===== config.mk =====
export PLATFORM = sky130hd
export DESIGN_NAME = mem_port_arb
export DESIGN_NICKNAME = d
export VERILOG_FILES = /design/src/rtl/mem_port_arb.sv
export SDC_FILE = /design/constraint.sdc
export NUM_CORES = 1
export LEC_CHECK = 0
export ABC_AREA = 1
export CAP_MARGIN = 20
export CORE_AREA = 5 5 101 103
export CTS_CLUSTER_DIAMETER = 80
export DETAILED_ROUTE_END_ITERATION = 10
export DIE_AREA = 0 0 106 108
export PLACE_DENSITY = 0.7
export REMOVE_ABC_BUFFERS = 1
export SLEW_MARGIN = 15
export SYNTH_ARGS = -nofsm -noshare
export SYNTH_HDL_FRONTEND = slang
export SYNTH_SLANG_ARGS = --single-unit

===== constraint.sdc =====
create_clock -name clock -period 4 [get_ports clock]
set_input_delay 0.6 -clock clock [delete_from_list [all_inputs] [get_ports clock]]
set_output_delay 0.6 -clock clock [all_outputs]
set_load 0.05 [all_outputs]

===== src/rtl/mem_port_arb.sv =====
// mem_port_arb
// Shares the single 32-bit external memory port between the I-cache tile fill
// engine and the D-cache tile fill/write-back engine. One requester owns the
// port at a time. With BURST_LOCK set, ownership is held for a whole 4-DWORD
// tile. A per-word response timeout keeps a stalled transfer from hanging
// either cache.
//
// Ports:
//   clock, reset                 system clock, synchronous active-high reset
//   icMemAddr/icMemOE            I-cache word address and read request
//   icMemData/icMemOK/icMemErr   I-cache read data, word done, word aborted
//   dcMemAddr/dcMemOE/dcMemWR    D-cache word address, read and write requests
//   dcMemOutData                 D-cache write data
//   dcMemData/dcMemOK/dcMemErr   D-cache read data, word done, word aborted
//   memAddr/memOE/memWR          memory address and strobes
//   memOutData/memInData         memory write and read data
//   memOK                        memory word complete
//   memBusy                      a grant is currently held
module mem_port_arb #(
    parameter int TIMEOUT    = 255,
    parameter bit BURST_LOCK = 1'b1
) (
    input  logic        clock,
    input  logic        reset,
    input  logic [31:0] icMemAddr,
    input  logic        icMemOE,
    output logic [31:0] icMemData,
    output logic        icMemOK,
    output logic        icMemErr,
    input  logic [31:0] dcMemAddr,
    input  logic        dcMemOE,
    input  logic        dcMemWR,
    input  logic [31:0] dcMemOutData,
    output logic [31:0] dcMemData,
    output logic        dcMemOK,
    output logic        dcMemErr,
    output logic [31:0] memAddr,
    output logic        memOE,
    output logic        memWR,
    output logic [31:0] memOutData,
    input  logic [31:0] memInData,
    input  logic        memOK,
    output logic        memBusy
);

    typedef enum logic [1:0] {
        IDLE  = 2'd0,
        GNT_I = 2'd1,
        GNT_D = 2'd2
    } arbState_t;

    // Wait count at which a still-unanswered word is given up.
    localparam logic [7:0] TERM_COUNT = 8'(TIMEOUT - 1);

    arbState_t  state;
    arbState_t  nextState;
    logic       lastGnt;
    logic       nextLastGnt;
    logic [7:0] tWait;
    logic [7:0] nextTWait;
    logic       reqI;
    logic       reqD;
    logic       curReq;
    logic [1:0] curWordSel;
    logic       timeoutHit;

    assign reqI = icMemOE;
    assign reqD = dcMemOE | dcMemWR;

    // State register. lastGnt resets to the I side so that the D side wins
    // the very first tie after reset.
    always_ff @(posedge clock) begin
        if (reset) begin
            state   <= IDLE;
            lastGnt <= 1'b0;
            tWait   <= 8'd0;
        end else begin
            state   <= nextState;
            lastGnt <= nextLastGnt;
            tWait   <= nextTWait;
        end
    end

    // Arbitration, port mux and word completion. In IDLE the port is parked
    // at zero and a late memOK is ignored. While granted, the owner's request
    // is forwarded combinationally so OK can return in the same cycle as
    // memOK. After the case, one common block decides how the granted word
    // ends. memOK beats a dropped request, and both beat the timeout, so a
    // memOK that lands on the terminal count still completes normally.
    always_comb begin
        nextState   = state;
        nextLastGnt = lastGnt;
        nextTWait   = tWait;
        curReq      = 1'b0;
        curWordSel  = 2'b00;
        timeoutHit  = 1'b0;
        memAddr     = 32'h0;
        memOE       = 1'b0;
        memWR       = 1'b0;
        memOutData  = 32'h0;
        icMemData   = 32'h0;
        icMemOK     = 1'b0;
        icMemErr    = 1'b0;
        dcMemData   = 32'h0;
        dcMemOK     = 1'b0;
        dcMemErr    = 1'b0;
        memBusy     = (state != IDLE);

        case (state)
            IDLE: begin
                nextTWait = 8'd0;
                if (reqI && reqD) begin
                    if (lastGnt) begin
                        nextState   = GNT_I;
                        nextLastGnt = 1'b0;
                    end else begin
                        nextState   = GNT_D;
                        nextLastGnt = 1'b1;
                    end
                end else if (reqD) begin
                    nextState   = GNT_D;
                    nextLastGnt = 1'b1;
                end else if (reqI) begin
                    nextState   = GNT_I;
                    nextLastGnt = 1'b0;
                end
            end
            GNT_I: begin
                memAddr    = icMemAddr;
                memOE      = icMemOE;
                icMemOK    = memOK;
                icMemData  = memOK ? memInData : 32'h0;
                curReq     = reqI;
                curWordSel = icMemAddr[3:2];
            end
            GNT_D: begin
                memAddr    = dcMemAddr;
                memOE      = dcMemOE;
                memWR      = dcMemWR;
                memOutData = dcMemOutData;
                dcMemOK    = memOK;
                dcMemData  = memOK ? memInData : 32'h0;
                curReq     = reqD;
                curWordSel = dcMemAddr[3:2];
            end
            default: begin
                nextState = IDLE;
            end
        endcase

        if (state != IDLE) begin
            if (memOK) begin
                nextTWait = 8'd0;
                if (!BURST_LOCK || (curWordSel == 2'b11)) begin
                    nextState = IDLE;
                end
            end else if (!curReq) begin
                nextState = IDLE;
                nextTWait = 8'd0;
            end else if (tWait == TERM_COUNT) begin
                timeoutHit = 1'b1;
                nextState  = IDLE;
                nextTWait  = 8'd0;
            end else begin
                nextTWait = tWait + 8'd1;
            end
        end

        icMemErr = timeoutHit && (state == GNT_I);
        dcMemErr = timeoutHit && (state == GNT_D);
    end

endmodule


==> results.py <==
metrics = {
    "placement": {
        "port_buffers": 268,
        "finalWeightedCongestion": 0.818,
        "dpl_cell_area_mm2": 0.00453,
        "place_ws_ns": 0.932,
        "place_hpwl_mm": 8.83,
    },
    "floorplanning": {
        "initial_core_util_pct": 19.2,
        "core_mm2": 0.00911,
        "rows": 35,
        "dieArea_mm2": 0.0114,
        "die_y_um": 108,
        "fp.dieW_um": 106,
        "io_pins": 269,
    },
    "power_and_ir_drop": {
        "p_total_mw": 1.23,
        "ir_drop_mv": 0.233,
        "p_per_area_mw_per_mm2": 270,
        "leakage_nw": 2.15,
    },
    "route": {
        "dr.pass1.iters": 4,
        "ant_nets": 0,
        "via_per_inst": 4.13,
        "drt-initial-drc-count": 148,
        "num_vias": 3054,
        "wl_mm": 10.3,
        "drcViolationCount": 0,
        "wl_per_cell_um": 13.9,
    },
    "global_route": {
        "grt_overflow": 0,
        "antenna_found_initial": 0,
        "grt_usage_pct": 16.2,
        "grt_pass1_wl_mm": 15.1,
        "first_global_vias": 2785,
        "grt_max_degree": 34,
    },
    "synth": {
        "synth_warnings": 0,
        "ys_ff_latch": 11,
        "synth_area_per_cell_um2": 4.71,
        "synth_adder_area_share_pct": 3.58,
        "muxShareOfSynthArea_pct": 0,
        "ys_types": 20,
        "yosys.area_share.simple_pct": 48.2,
        "ys_seq_area_share_pct": 12.6,
        "synth_top_family_by_area": "simple AND/OR/NAND/NOR gates",
        "synth_area_mm2": 0.00175,
        "synth-compound-area-share_pct": 11.5,
        "synthCells": 371,
        "synth-xor-area-share_pct": 1.50,
    },
    "clock_tree": {
        "cts_buffer_depth": 2,
        "cts.htree.levels": 1,
        "cts_sinks": 11,
        "cts_tree": "yes",
        "root_buffer": "clkbuf_8",
        "clk_latency_ns": 0.24,
        "cts_setup_buffers": 0,
        "ctsHoldBuffers": 0,
        "numCtsBuffers": 3,
        "path_clk_slew_ns": 0.05,
        "cts-resized-gates": 0,
    },
    "sta": {
        "worst_pin_slew_ns": 0.603,
        "slew-limit-headroom_pct": 59.8,
        "clock.fmax_mhz": 303,
        "finalHoldViolCount": 0,
        "worst_slack_ns": 0.703,
        "setup_tns_ns": 0,
        "finalMaxSlewViolations": 0,
        "post-route-period-util_pct": 82.4,
        "hold_slack_ns": 0.476,
        "rsz0062_at_grt": "false",
        "layout_min_cycle_time_ns": 3.30,
        "skew_ns": 0.00314,
        "setup_viol": 0,
    },
    "final_layout": {
        "fillCellCount": 884,
        "final_nets": 769,
        "n_antenna_cell": 0,
        "final_area_mm2": 0.00457,
        "area_delta_synth_final_pct": 161,
        "drive_gt1_share_pct": 7.79,
    },
    "worst_setup_path": {
        "critPathCaptureType": "primary output",
        "worstSetupPathType": "reg -> out",
        "critPathMaxFanout": 33,
        "arrival_ns": 2.70,
        "cp_data_required_time_ns": 3.40,
        "cp-start-kind": "flip-flop",
    },
    "worst_hold_path": {
        "hp-class": "reg -> reg",
    },
    "job": {
        "maxCapViolations": 0,
    },
    "status": {
        "status": "complete, no violations",
    },
}
[cell usage after synthesis, drive strengths merged]
master | number | share of area (%)
nand2 | 124 | 27
inv | 80 | 17
nor2 | 78 | 17
a21oi | 38 | 11
buf | 15 | 4.4
dfxtp | 11 | 13
clkbuf | 5 | 1.1
ha | 5 | 3.6
nor3 | 5 | 1.7
nand3 | 3 | 1.6
o21ai | 2 | 0.57
xor2 | 2 | 1.0
nor3b | 1 | 0.72
nor4 | 1 | 0.36
xnor2 | 1 | 0.50
[where the power goes]
group	total, mW	switching [mW]	leakage, nW	internal, mW
logic	1.00	0.643	2.04	0.358
registers	0.120	0.00492	0.0893	0.115
clock network	0.112	0.0416	0.0228	0.0700
[layout by cell type, fill, tap and decap left out]
cell,count
dfxtp_1,11
o21ai_0,2
clkbuf_8,3
nand2_1,122
buf_4,32
nor2_1,77
buf_12,7
xor2_1,2
nor3b_2,1
clkdlybuf4s50_1,235
nor3_1,4
nor3_2,1
nor4_1,1
nand3_1,2
nand3_4,1
nor2_2,1
inv_1,80
xnor2_1,1
a21oi_1,38
ha_1,4
ha_2,1
nand2_2,2
clkbuf_1,1
[registers in the layout, indices dropped and copies added (netlist names)]
name     cells
lastGnt      1
tWait        8
state        2
[final timing paths]
path,start,end,cells past startpoint,slack (ns)
max,state[0],memAddr[15],6,0.70
min,tWait[0],tWait[0],1,0.48
max reg2reg,state[0],state[0],10,2.21
min reg2reg,tWait[0],tWait[0],1,0.48
[final cells by class]
type | instances | area (µm²) | share of cell area, %
Sequential cell | 11 | 220 | 4.82
Inverter | 80 | 300 | 6.57
Tap cell | 111 | 139 | 3.04
Clock buffer | 4 | 45.0 | 0.985
Timing Repair Buffer | 274 | 2730 | 59.8
Multi-Input combinational cell | 260 | 1130 | 24.8
[critical path, stage by stage (launching register included)]
cell	delay (ns)
dfxtp_1	0.32
inv_1	0.10
ha_2	0.58
buf_4	0.34
nand2_1	0.08
a21oi_1	0.18
clkdlybuf4s50_1	0.83
[routing by layer]
layer	part of all wire, %	GRT usage, %
met5	0	0
met4	1.1	2.68
met3	5.8	2.87
met2	57	33.7
met1	36	17.0
[stage by stage]
step	util, %	instances
after floorplan	-	351
after global placement	49.7	736
after CTS	50.2	740
after global routing	50.2	740
after detailed placement	49.7	736
final	50.2	740
[cell families after synthesis]
logic type / Yosys count
DFF: 11
adders and majority gates: 5
AOI/OAI and AO/OA: 40
xor gates and xnor gates: 3
and+or+nand+nor: 212
buffers and inverters: 100
No activity file was read; power rests on OpenSTA's default activity.
